===== config.mk =====
export PLATFORM = sky130hd
export DESIGN_NAME = hack_ram4_flat
export DESIGN_NICKNAME = d
export VERILOG_FILES = /design/src/rtl/hack_ram4_if.sv /design/src/rtl/hack_ram4.sv /design/src/flat_wrapper.sv
export SDC_FILE = /design/constraint.sdc
export NUM_CORES = 1
export LEC_CHECK = 0
export ABC_AREA = 0
export CORE_MARGIN = 5
export CORE_UTILIZATION = 49
export CTS_CLUSTER_DIAMETER = 200
export CTS_CLUSTER_SIZE = 14
export DETAILED_ROUTE_END_ITERATION = 7
export PLACE_DENSITY = 0.75
export SETUP_SLACK_MARGIN = 0.3
export SLEW_MARGIN = 15
export SYNTH_ARGS = -nofsm -noshare
export SYNTH_HDL_FRONTEND = slang
export SYNTH_SLANG_ARGS = --single-unit

===== constraint.sdc =====
create_clock -name clk -period 1.1 [get_ports clk]
set_input_delay 0.165 -clock clk [delete_from_list [all_inputs] [get_ports clk]]
set_output_delay 0.165 -clock clk [all_outputs]
set_load 0.05 [all_outputs]

===== src/rtl/hack_ram4_if.sv =====
// Bus bundle for hack_ram4: write data, load strobe, word address and the read result.
// Master is the datapath side; slave is the register file.
interface hack_ram4_if #(parameter int WIDTH = 16);
  logic [WIDTH-1:0] in;
  logic             load;
  logic [1:0]       address;
  logic [WIDTH-1:0] out;
  logic             out_valid;

  modport master (output in, output load, output address, input out, input out_valid);
  modport slave  (input in, input load, input address, output out, output out_valid);
endinterface


===== src/rtl/hack_ram4.sv =====
// 4 x WIDTH register file with per-word written-since-reset flags; HACK_RAM4_BYPASS_EN adds write-through.
// Latency: writes land on the rising edge, reads are combinational from state and address.
// Backpressure: none; a write is accepted on every edge that load is high.
module hack_ram4 #(
  parameter int WIDTH = 16
) (
  input  logic         clk,
  input  logic         rst_n,
  hack_ram4_if.slave   bus
);

  logic [WIDTH-1:0] word [4];
  logic [3:0]       valid;
  logic             a, b, c, d;

  // dmux4_way fan-out of load into the four word enables
  always_comb begin
    a = bus.load & (bus.address == 2'd0);
    b = bus.load & (bus.address == 2'd1);
    c = bus.load & (bus.address == 2'd2);
    d = bus.load & (bus.address == 2'd3);
  end

  logic [3:0] word_load;
  assign word_load = {d, c, b, a};

  for (genvar i = 0; i < 4; i++) begin : g_word
    always_ff @(posedge clk or negedge rst_n) begin
      if (!rst_n) begin
        word[i]  <= '0;
        valid[i] <= 1'b0;
      end else if (word_load[i]) begin
        word[i]  <= bus.in;
        valid[i] <= 1'b1;
      end
    end
  end

`ifdef HACK_RAM4_BYPASS_EN
  // Forward the write data so the datapath sees it in the same cycle
  always_comb begin
    if (bus.load) begin
      bus.out       = bus.in;
      bus.out_valid = 1'b1;
    end else begin
      bus.out       = word[bus.address];
      bus.out_valid = valid[bus.address];
    end
  end
`else
  always_comb begin
    bus.out       = word[bus.address];
    bus.out_valid = valid[bus.address];
  end
`endif

endmodule


===== src/flat_wrapper.sv =====
// flat-port wrapper written by rule: the top's interface ports become plain ports
module hack_ram4_flat 
#(
  parameter int WIDTH = 16
)
  (clk, rst_n, bus_in, bus_load, bus_address, bus_out, bus_out_valid);
  hack_ram4_if #(.WIDTH(WIDTH)) bus_i ();
  input  logic clk;
  input  logic rst_n;
  input wire logic [$bits(bus_i.in)-1:0] bus_in;
  input wire logic [$bits(bus_i.load)-1:0] bus_load;
  input wire logic [$bits(bus_i.address)-1:0] bus_address;
  output wire logic [$bits(bus_i.out)-1:0] bus_out;
  output wire logic [$bits(bus_i.out_valid)-1:0] bus_out_valid;
  assign bus_i.in = bus_in;
  assign bus_i.load = bus_load;
  assign bus_i.address = bus_address;
  assign bus_out = bus_i.out;
  assign bus_out_valid = bus_i.out_valid;
  hack_ram4 #(.WIDTH(WIDTH)) u_core (.clk(clk), .rst_n(rst_n), .bus(bus_i));
endmodule

==> results of run 1 <==
## metrics by stage
stage | utilization (%) | worst slack [ps] | total power [uW]
6_report | 73.7 | -464 | 7510
5_1_grt | 73.7 | -513 | 7830
4_1_cts | 72.1 | -467 | 7450
3_5_place_dp | 62.5 | -711 | 5240
3_3_place_gp | 62.5 | -704 | 5140
2_1_floorplan | - | -148 | 4550
## sequential cells by signal (all words and copies together), names as in the netlist
register and count:
u_core.valid 4, u_core.word 64
## cells in the final DEF (no fill, tap or decap)
cell type | synthesis | final
nand2b_4 | 0 | 1
dlygate4sd3_1 | 0 | 1
buf_2 | 1 | 3
clkinv_2 | 0 | 2
nand2b_1 | 3 | 2
mux4_2 | 14 | 17
nand3_4 | 0 | 1
buf_16 | 0 | 2
buf_8 | 0 | 6
nor3b_4 | 1 | 1
buf_6 | 3 | 27
buf_4 | 4 | 18
mux2_4 | 0 | 64
buf_12 | 0 | 7
clkdlybuf4s50_1 | 0 | 16
or2_4 | 0 | 1
nand3b_4 | 0 | 2
dfrtp_1 | 68 | 68
clkbuf_8 | 0 | 12
## how the worst max path moves through the flow
stage | start | endpoint | slack, ps | cells past startpoint
2_1_floorplan | bus_address[0] | bus_out[10] | -150 | 3
3_3_place_gp | bus_address[0] | bus_out[6] | -700 | 4
3_5_place_dp | bus_address[0] | bus_out_valid | -710 | 4
4_1_cts | u_core.word[50] | bus_out[2] | -470 | 2
5_1_grt | u_core.word[13] | bus_out[13] | -510 | 2
6_report | u_core.word[13] | bus_out[13] | -460 | 2
## worst max-delay path, stage by stage (launching register included)
cell	delay [ps]
dfrtp_1	410
mux4_2	490
buf_6	170
## area by class of cell
type	count	area share [%]
multi-input combinational	89	33.6
clock inverter	2	0.231
sequential	68	39.2
clock buffer	12	3.81
tap	75	2.16
timing repair buffer	80	21.0
## kinds of logic (layout without fill, tap and decap cells)
logic type	after synthesis	in the layout
and+or+nand+nor	8	8
DFF	68	68
muxes	81	81
buffers and inverters	8	94
## metal layers
metal,global-route usage [%],wire [um],share of wire (%),vias to the layer above
met5,0,0,0,-
met4,8.09,102,1.5,0
met3,3.48,184,2.7,9
met2,33.4,3630,53,30
met1,25.8,2940,43,933
li1,-,-,-,785
## power by group
part	total (uW)	internal [uW]	switching [uW]	leakage (uW)
Clock	1860	972	884	0.0000941
Combinational	2450	1410	1040	0.00120
Sequential	3210	2950	261	0.000792
Total	7510	5330	2190	0.00208
## timing repair
action	CTS	global route
hold buffers	1	0
cloned	2	0
endpoints found under the hold margin	68	0
pin swaps	2	0
gates resized for setup	90	8
buffers inserted	5	8
endpoints found under the setup margin	85	82
==> reports/qor.txt, run 1 <==
status -> complete, but fails checks
failing checks -> negative setup slack
routed vias/inst -> 5.39
H-tree Lvls -> 3
Critical R2R Capture -> u_core.word[49]
largest cells by area after synthesis -> dfrtp_1 57%, mux2_2 24%, mux4_2 11%
post-synthesis compound-gate area fraction -> 0%
unrepaired setup endpoints after global routing -> yes
IO Count -> 38
fin crit share -> 142%
#FFs+latches synth -> 68
Die ar. -> 7700 sq um
share of post-route cells with drive strength above 1 -> 65.3%
Pre-antenna DRT Iters -> 4
grt ovf -> 0
DRT Wirelength -> 6.86 mm
register area share after synthesis -> 57.5%
CP Launch Type -> register
Rows -> 28
actual slew at the worst max-slew pin -> 356 ps
r2r setup slk -> 80 ps
Post-synth EDFFs -> 0
clk sinks -> 68
vias in the first global route -> 2049
Peak supply drop -> 989 uV
initial DRC count -> 80
IO Port Bufs -> 37
Vias -> 1757
CP Capture Type -> primary output
worst r2r path cells -> 3
Lkg Pwr -> 0.00208 uW
dpl hpwl -> 4.46 mm
start of the worst register-to-register path -> u_core.word[49]
first-pass GRT wire length -> 11.3 mm
CTS tree -> yes
clk slew on worst S/H paths -> 70 ps
fmax -> 639 MHz
Cell variety after synth -> 12
chip height -> 87.7 um
routed len/inst -> 21.0 um
largest buffer count on any clock path -> 2
final setup violation count -> 17
antenna diode count -> 0
worst skew pair latency -> 320 ps
Hold Worst Slack -> 378 ps
global-route usage over all layers -> 19.9%
Final ANT Viol Nets -> 0
Mapped Cells -> 165
kind of critical path -> reg -> out
Min-Delay Path Class -> in -> async
Clock Root Buffer -> clkbuf_8
Synth Flop Type -> dfrtp_1
final hold violation count -> 0
relative max-transition margin -> 76.2%
Initial Util -> 50.3%
Slew Viols, Final -> 0
Setup Skew -> 0 ps
Post-synth top cells -> 68 x dfrtp_1, 64 x mux2_2, 14 x mux4_2
Syn Area/Cell -> 17.9 sq um
Placement Cell Area -> 3680 sq um
Yosys warning count -> 0
Multi-input gate area -> 1460 sq um
Area Overhead vs Synth -> 46.4%
Worst EP arrival -> 1400 ps
largest family of logic cells by synthesized area -> multiplexers
core area -> 5890 sq um
Post-Syn Nets -> 186
area leader, netlist -> dfrtp_1
multiplexer area fraction after synthesis -> 37.6%
initial antenna violation count -> 0
Fill cells -> 360
largest net degree at the start of global routing -> 69
final worst slack -> -464 ps
Final Cell Area -> 4340 sq um
Chip Width -> 87.7 um
setup TNS -> -7430 ps
xor-xnor portion of the synthesized cell area -> 0%
TritonCTS Buffers -> 9
fin nets -> 269
Async SR Flop Fraction -> 100%
Period minus WS final -> 1560 ps
Max-cap violations -> 0
Worst Path Max Fanout -> 2
most common cell in the netlist -> dfrtp_1
mapped cell area -> 2960 sq um
adder-cell share of the synthesized area -> 0%
register area -> 1700 sq um
placed insts -> 296
Pwr Density -> 1730 nW/um^2
Post-Synth Simple-Gate Area -> 2.58%
fin cells -> 326
GP Congestion -> 0.698
# DRC -> 0
area share of the largest cell type after synthesis -> 57.5%
worst path required time -> 940 ps
Power figures use the tool's default switching activity.
==> inputs of run 2 (changes only) <==
--- a/config.mk
+++ b/config.mk
@@ -6,12 +6,11 @@
 export NUM_CORES = 1
 export LEC_CHECK = 0
 export ABC_AREA = 0
-export CORE_MARGIN = 5
-export CORE_UTILIZATION = 49
+export CORE_UTILIZATION = 59
 export CTS_CLUSTER_DIAMETER = 200
 export CTS_CLUSTER_SIZE = 14
 export DETAILED_ROUTE_END_ITERATION = 7
-export PLACE_DENSITY = 0.75
+export PLACE_DENSITY = 0.84
 export SETUP_SLACK_MARGIN = 0.3
 export SLEW_MARGIN = 15
 export SYNTH_ARGS = -nofsm -noshare
==> constraint.sdc (replaced) <==
create_clock -name clk -period 1.84 [get_ports clk]
set_input_delay 0.276 -clock clk [delete_from_list [all_inputs] [get_ports clk]]
set_output_delay 0.276 -clock clk [all_outputs]
set_load 0.05 [all_outputs]
==> run 2 against run 1 <==
Net effect: the flow now finishes without violations; worst hold slack improved by 90 ps; register-to-register slack gained 880 ps; critical path type unchanged; sequential cell count stayed put; first-iteration DRC count down 23%; critical path depth did not move; critical endpoint is now bus_out[12]; clock skew unchanged; setup slack better by 640 ps; cell count fell by 8.6%; clock-buffer cell count fell by 2; combinational power down 53%; clock power is 27% lower; wire length down 14%.
==> reports/qor.txt, run 2 (synthesized netlist as in run 1, its figures left out) <==
status -> complete, no violations
chip height -> 72.9 um (-17%)
initial DRC count -> 62 (-23%)
net switching power -> 1260 uW (-42%)
share of post-route cells with drive strength above 1 -> 61.0% (-4.3 points)
sequential group share of total power -> 43.3% (+0.6 points)
fin crit share -> 90.3%
IO Port Bufs -> 37 (unchanged)
CP Capture Type -> primary output
largest buffer count on any clock path -> 2 (unchanged)
Power Internal -> 3130 uW (-41%)
grt ovf -> 0 (unchanged)
most frequent cells in the layout -> 68 x dfrtp_1, 64 x mux2_2, 21 x buf_6, 17 x mux4_2, 17 x clkdlybuf4s50_1
Final ANT Viol Nets -> 0 (unchanged)
Initial Util -> 61.9% (+12 points)
clk sinks -> 68 (unchanged)
final worst slack -> 178 ps (+642 ps)
Vias -> 1697 (-3.4%)
Chip Width -> 72.9 um (-17%)
r2r setup slk -> 960 ps (+880 ps)
vias in the first global route -> 1994 (-2.7%)
Slew Viols, Final -> 0 (unchanged)
clk slew on worst S/H paths -> 70 ps (about the same)
critical path's slowest cell -> mux4_2
Top delay family on crit path -> multiplexers
actual slew at the worst max-slew pin -> 685 ps (+329 ps)
Worst EP arrival -> 1390 ps (about the same)
Period minus WS final -> 1660 ps
biggest regs -> u_core.word (64), u_core.valid (4)
most common cell after layout, fill and taps aside -> dfrtp_1
routed len/inst -> 19.9 um (-5.5%)
Die ar. -> 5310 sq um (-31%)
Min-Delay Path Class -> reg -> reg
relative max-transition margin -> 54.3% (-22 points)
DRT Wirelength -> 5.93 mm (-14%)
kind of critical path -> reg -> out
fin nets -> 247 (-8.2%)
CP Buf/Inv Count -> 1 (unchanged)
Tot Pwr -> 4390 uW (-42%)
final hold violation count -> 0 (unchanged)
Area Overhead vs Synth -> 28.0%
initial antenna violation count -> 0 (unchanged)
final setup violation count -> 0 (-17)
CTS tree -> yes
# DRC -> 0 (unchanged)
first-pass GRT wire length -> 9.66 mm (-14%)
Pre-antenna DRT Iters -> 4 (unchanged)
H-tree Lvls -> 3 (unchanged)
GP Congestion -> 0.725 (+3.8%)
fmax -> 602 MHz
max reg flops -> 64 (unchanged)
CP Launch Type -> register
unrepaired setup endpoints after global routing -> yes
worst path cell trace -> mux4_2 -> buf_6
routed vias/inst -> 5.69 (+5.7%)
critical path's largest stage delay -> 490 ps (about the same)
core area -> 4790 sq um (-19%)
Layout Utilization -> 79.2% (+5.5 points)
post-placement setup slack -> -197 ps (+514 ps)
Biggest register -> u_core.word
combinational power share -> 25.9% (-6.7 points)
antenna diode count -> 0 (unchanged)
placed insts -> 279 (-5.7%)
Rows -> 25 (-11%)
Peak supply drop -> 787 uV (-20%)
TritonCTS Buffers -> 9 (unchanged)
sw frac -> 28.8% (-0.34 points)
worst skew pair latency -> 330 ps (about the same)
Max-cap violations -> 0 (unchanged)
IO Count -> 38 (unchanged)
Setup Skew -> 0 ps (unchanged)
Placement Cell Area -> 3470 sq um (-5.5%)
Final Cell Area -> 3790 sq um (-13%)
Pwr Density -> 1160 nW/um^2 (-33%)
Clock power frac -> 30.7% (+6.0 points)
Lkg Pwr -> 0.00160 uW (-23%)
worst path required time -> 1560 ps (+620 ps)
global-route usage over all layers -> 25.9% (+6.0 points)
Worst Path Max Fanout -> 2 (unchanged)
largest net degree at the start of global routing -> 41 (-41%)
Clock Root Buffer -> clkbuf_8
fin cells -> 298 (-8.6%)
==> run 2: layout make-up <==
cell class,instances,area [sq um]
Sequential cell,68,1700
Clock inverter,6,87.6
Multi-Input combinational cell,89,1180
Fill cell,270,996
Tap cell,67,83.8
Clock buffer,10,138
Timing Repair Buffer,58,599
==> run 2: worst register-to-register path: cells and delay by family (launching register included) <==
kind	cells	cell delay, ps
buf+inv	1	130
flops	1	380
mux	1	250
==> run 2: timing repair <==
item,in CTS,in global routing
gates resized for setup,28,0
pin swaps,0,0
endpoints found under the setup margin,49,17
buffers inserted,1,1
endpoints found under the hold margin,28,0
hold buffers,1,0
==> run 2: path summary, 6_finish.rpt <==
check	from	endpoint	cells past startpoint
min in group asynchronous	rst_n	u_core.word[32]	2
min	u_core.valid[2]	u_core.valid[2]	1
max in group asynchronous	rst_n	u_core.word[56]	3
max reg2reg	u_core.word[55]	u_core.word[55]	2
min reg2reg	u_core.valid[2]	u_core.valid[2]	1
max	u_core.word[12]	bus_out[12]	2
==> run 2: routing by layer <==
layer	GRT usage [%]	part of all wire [%]	routed length, um	up-vias
li1	-	-	-	742
met4	12.2	1.9	112	0
met5	0	0	0	-
met3	5.39	3.1	182	12
met2	46.0	55	3270	43
met1	30.1	40	2370	900
==> run 2: metrics by stage <==
stage,TNS (ps),hold slack [ps]
floorplan,0,-19.6
global placement,-5900,324
detailed placement,-6890,354
CTS,0,468
global route,0,496
finish,0,469
==> run 2: power groups by stage <==
stage | registers, uW | logic [uW] | clock network [uW]
floorplan | 1870 | 757 | 0
global placement | 1890 | 1030 | 0
detailed placement | 1920 | 1070 | 0
CTS | 1900 | 1150 | 1380
global route | 1930 | 1200 | 1440
finish | 1900 | 1140 | 1350
==> inputs of run 3 (changes only) <==
==> constraint.sdc (replaced) <==
create_clock -name clk -period 2 [get_ports clk]
set_input_delay 0.3 -clock clk [delete_from_list [all_inputs] [get_ports clk]]
set_output_delay 0.3 -clock clk [all_outputs]
set_load 0.05 [all_outputs]
==> run 3 against run 2 <==
Net effect: final area shrank 1.6%; clock power decreased by 21%; first-iteration DRC count up 9.7%; sequential share of layout area rose by 0.72 points; critical path type unchanged; critical endpoint is now bus_out_valid; largest power group unchanged; highest routed layer unchanged.
==> reports/qor.txt, run 3 (synthesized netlist as in run 1, its figures left out) <==
dpl hpwl -> 3.83 mm
Die ar. -> 5310 sq um (unchanged)
Setup Skew -> 0 ps (unchanged)
clk sinks -> 68 (unchanged)
initial DRC count -> 68 (+9.7%)
Final Cell Area -> 3730 sq um (-1.6%)
Pwr Density -> 1030 nW/um^2 (-11%)
grt ovf -> 0 (unchanged)
max reg flops -> 64 (unchanged)
worst path required time -> 1700 ps (+140 ps)
most frequent cells in the layout -> 68 x dfrtp_1, 64 x mux2_2, 17 x mux4_2, 17 x clkdlybuf4s50_1, 17 x buf_6
Worst EP arrival -> 1400 ps (about the same)
first-pass GRT wire length -> 9.30 mm (-3.7%)
most common cell after layout, fill and taps aside -> dfrtp_1
Chip Width -> 72.9 um (unchanged)
Power Internal -> 2710 uW (-13%)
clk slew on worst S/H paths -> 70 ps (about the same)
CP Buf/Inv Count -> 1 (unchanged)
Tot Pwr -> 3840 uW (-13%)
largest net degree at the start of global routing -> 69 (+68%)
Final ANT Viol Nets -> 0 (unchanged)
unrepaired setup endpoints after global routing -> yes
IO Count -> 38 (unchanged)
CP startpoint -> u_core.valid[3]
CP Capture Type -> primary output
Area Overhead vs Synth -> 25.9%
TritonCTS Buffers -> 9 (unchanged)
sequential group share of total power -> 45.5% (+2.2 points)
final setup violation count -> 0 (unchanged)
# DRC -> 0 (unchanged)
Clock Root Buffer -> clkbuf_8
biggest regs -> u_core.word (64), u_core.valid (4)
vias in the first global route -> 1903 (-4.6%)
largest buffer count on any clock path -> 2 (unchanged)
status -> complete, no violations
Min-Delay Path Class -> reg -> reg
setup TNS -> 0 ps (unchanged)
actual slew at the worst max-slew pin -> 354 ps (-331 ps)
CTS tree -> yes
Pre-antenna DRT Iters -> 4 (unchanged)
antenna diode count -> 0 (unchanged)
combinational power share -> 27.0% (+1.1 points)
Peak supply drop -> 677 uV (-14%)
chip height -> 72.9 um (unchanged)
Hold Crit Start -> u_core.valid[2]
fin crit share -> 84.9%
kind of critical path -> reg -> out
Slew Viols, Final -> 0 (unchanged)
critical path's slowest cell -> mux4_2
CP Launch Type -> register
worst path cell trace -> mux4_2 -> buf_6
sw frac -> 29.3% (+0.55 points)
fmax -> 589 MHz
Layout Utilization -> 77.9% (-1.3 points)
Max-cap violations -> 0 (unchanged)
Vias -> 1664 (-1.9%)
Worst Path Max Fanout -> 2 (unchanged)
relative max-transition margin -> 76.4% (+22 points)
Placement Cell Area -> 3460 sq um (-0.29%)
routed vias/inst -> 5.66 (-0.61%)
Rows -> 25 (unchanged)
GP Congestion -> 0.702 (-3.1%)
Biggest register -> u_core.word
net switching power -> 1120 uW (-11%)
post-CTS setup buffer count -> 0 (-1)
final hold violation count -> 0 (unchanged)
IO Port Bufs -> 37 (unchanged)
core area -> 4790 sq um (unchanged)
Top delay family on crit path -> multiplexers
global-route usage over all layers -> 24.7% (-1.2 points)
Period minus WS final -> 1700 ps
Lkg Pwr -> 0.00157 uW (-1.5%)
Clock power frac -> 27.5% (-3.2 points)
routed len/inst -> 19.3 um (-3.0%)
worst skew pair latency -> 330 ps (about the same)
share of post-route cells with drive strength above 1 -> 59.5% (-1.6 points)
initial antenna violation count -> 0 (unchanged)
Initial Util -> 61.9% (unchanged)
H-tree Lvls -> 3 (unchanged)
DRT Wirelength -> 5.67 mm (-4.3%)
fin nets -> 243 (-1.6%)
start of the worst register-to-register path -> u_core.valid[0]
critical path's largest stage delay -> 500 ps (about the same)
==> run 3: layout make-up <==
type	count	area (sq um)
clock buffer	11	131
clock inverter	5	52.6
fill	283	1060
multi-input combinational	89	1180
sequential	68	1700
tap	67	83.8
timing repair buffer	54	581
==> run 3: stage by stage <==
stage | instances | setup slack [ps] | hold WS [ps]
2_1_floorplan | 165 | 368 | 4.41
6_report | 294 | 302 | 494
5_1_grt | 294 | 266 | 510
4_1_cts | 294 | 283 | 494
3_5_place_dp | 276 | -124 | 345
3_3_place_gp | 276 | -109 | 332
==> run 3: path summary, 6_finish.rpt <==
path / end / slack (ps) / depth (start not counted)
setup / recovery: bus_out_valid / 300 / 2
min in group asynchronous: u_core.word[34] / 500 / 3
hold reg to reg: u_core.valid[2] / 490 / 1
hold / removal: u_core.valid[2] / 490 / 1
setup reg to reg: u_core.valid[0] / 1210 / 1
max in group asynchronous: u_core.word[5] / 1200 / 3
==> run 3: timing repair <==
item	CTS	global route
gates resized for setup	25	2
cloned	1	0
setup endpoints to repair	17	7
pin swaps	0	0
endpoints found under the hold margin	68	0
hold buffers	1	0
==> run 3: per-layer routing <==
metal  vias to the layer above  GRT usage [%]  part of all wire, %
met5                         -              0                    0
met4                         0           12.0                  1.3
met3                        10           4.70                  3.1
met2                        36           42.0                   55
met1                       881           30.8                   40
li1                        737              -                    -
==> run 3: power groups by stage <==
stage | sequential, uW | combinational [uW] | clock (uW)
final | 1750 | 1040 | 1060
after global routing | 1770 | 1090 | 1120
after CTS | 1740 | 1040 | 1080
after detailed placement | 1770 | 973 | 0
after global placement | 1730 | 941 | 0
after floorplan | 1720 | 696 | 0
==> patch (config.mk and constraints of run 1) <==
Add a define of `HACK_RAM4_BYPASS_EN`.
--- a/src/rtl/hack_ram4.sv
+++ b/src/rtl/hack_ram4.sv
@@ -3,2 +3,4 @@
 // Backpressure: none; a write is accepted on every edge that load is high.
+`define HACK_RAM4_BYPASS_EN
+
 module hack_ram4 #(
Behaviour: not the same (Yosys sat finds a counterexample within 4 cycles, from zero or initial values and one cycle with rst_n low).
==> patch against run 1 <==
- the flow still finishes with violations (negative setup slack)
- wire length rose by 58%
- sequential cell count is the same
- maximum frequency fell by 16%
- sequential share of layout area shrank 5.6 points
- power up 5.7%
- synthesized cell count increased by 64%
- worst setup slack lost 0.31 ns
- combinational power is 4% lower
- synthesized area grew 7.6%
- final area grew 17%
- sequential power about the same
- core utilization grew 5.9 points
- clock power is 28% higher
- critical endpoint is now bus_out_valid
- largest cell class unchanged
==> patch: results (changes against run 1) <==
[finish]
syn2layout_area_growth_pct = 58.6
multi_input_area_sq_um = 1530  ; +5.3%
clock_area_frac = 0.0446  ; +0.00416
layout.nets = 399  ; +48%
multi_input_area_share = 0.303  ; -0.0324
layout-drive-gt1-share = 0.517  ; -0.136
nNonClkBuffers = 117  ; +46%
nonClkBufAreaFrac = 0.287  ; +0.0776
sh_seq_area = 0.337  ; -0.0558
final_cells = 460  ; +41%
multi_input_gates = 170  ; +91%
fin_util = 0.796  ; +0.0593
num-nonclk-inverters = 12  ; +12

[sta]
setup_ws_ns = -0.773  ; -0.309 ns
worstMarginPinSlew_ns = 0.393  ; +0.0370 ns
setup_violations = 68  ; +51
fin_setup_tns_ns = -24.61  ; -17.18 ns

[grt]
met1_usage = 0.282  ; +0.0243
globalRouteMet3Util = 0.0558  ; +0.0210
grt_pass1_wl_mm = 15.7  ; +39%
first_global_vias = 2951  ; +44%
use_met2 = 0.401  ; +0.0678
grt_max_degree = 41  ; -41%

[routing]
drt_pass1_iterations = 5  ; +1
wl_met3_um = 755  ; +310%
met1_length_mm = 4.03  ; +37%
dr_wl_met2_mm = 5.36  ; +47%
vias = 2794  ; +59%
wl_per_cell_um = 23.5  ; +12%
dr.first_iter.drc_count = 261  ; +230%

[power_and_ir_drop]
switching_share = 0.305  ; +0.0140
p_leak_nw = 2.37  ; +14%

[logic_synthesis]
synth_area_leaders = dfrtp_1, mux2_2, o21ai_0
syn_avg_cell_area_sq_um = 11.8  ; -34%
async_reset_ff_frac = 1.00  ; unchanged
yosysSeqAreaShare = 0.534  ; -0.0406
ys_types = 21  ; +9
syn_nets = 291  ; +56%

[status]
status = finished with violations
failed_checks = negative setup slack

[placement]
dp_slack_ns = -0.901  ; -0.190 ns
placedCellCount = 413  ; +40%
hpwl_mm = 5.04  ; +13%
dpl-instance-area_sq_um = 4170  ; +13%
gp_congestion = 0.763  ; +9.3%

[critical_path]
max_stage_delay_ns = 0.52  ; +0.03 ns
cp.arrival_ns = 1.71  ; +0.31 ns

[clock_tree]
clk_latency_ns = 0.35  ; +0.03 ns

## patch: power by group through the flow
| stage | registers (W) | clock network (W) | logic (W) |
|---|---|---|---|
| final | 0.00322 | 0.00239 | 0.00234 |
| after global routing | 0.00325 | 0.00250 | 0.00246 |
| after CTS | 0.00314 | 0.00234 | 0.00213 |
| after detailed placement | 0.00317 | 0 | 0.00188 |
| after global placement | 0.00315 | 0 | 0.00183 |
| after floorplan | 0.00310 | 0 | 0.00116 |
## patch: timing repair
item | in CTS | in global routing
gates resized for setup | 79 | 41
gates cloned | 6 | 1
endpoints found under the hold margin | 68 | 0
pin swaps | 10 | 3
hold buffers | 1 | 0
setup buffers | 19 | 4
endpoints found under the setup margin | 85 | 84
## patch: worst reg2reg max path, delay by kind of cell (launching register included)
family                 cells  cell delay (ns)
muxes                      1             0.25
buffers and inverters      2             0.26
DFF                        1             0.41
## patch: final timing paths
path	start	endpoint	slack, ns	cells after the start
worst max-delay path	u_core.valid[2]$_DFFE_PN0P_	bus_out_valid	-0.77	3
worst min-delay path	rst_n	u_core.word[62]$_DFFE_PN0P_	0.19	2
worst max register to register	u_core.word[62]$_DFFE_PN0P_	u_core.word[62]$_DFFE_PN0P_	0.07	3
worst min register to register	u_core.word[31]$_DFFE_PN0P_	u_core.word[31]$_DFFE_PN0P_	0.49	2
max in group asynchronous	rst_n	u_core.word[27]$_DFFE_PN0P_	0.43	3
min in group clk	bus_in[3]	u_core.word[51]$_DFFE_PN0P_	0.46	2
## patch: cells by family (layout without fill, tap and decap cells)
family | after synthesis | in the layout | share of synthesized area
buffers and inverters | 32 | 145 | 0.0581
multiplexers | 49 | 49 | 0.192
flip-flops | 68 | 68 | 0.534
AND/OR/NAND/NOR | 61 | 61 | 0.0934
AO/OA/AOI/OAI | 60 | 60 | 0.122
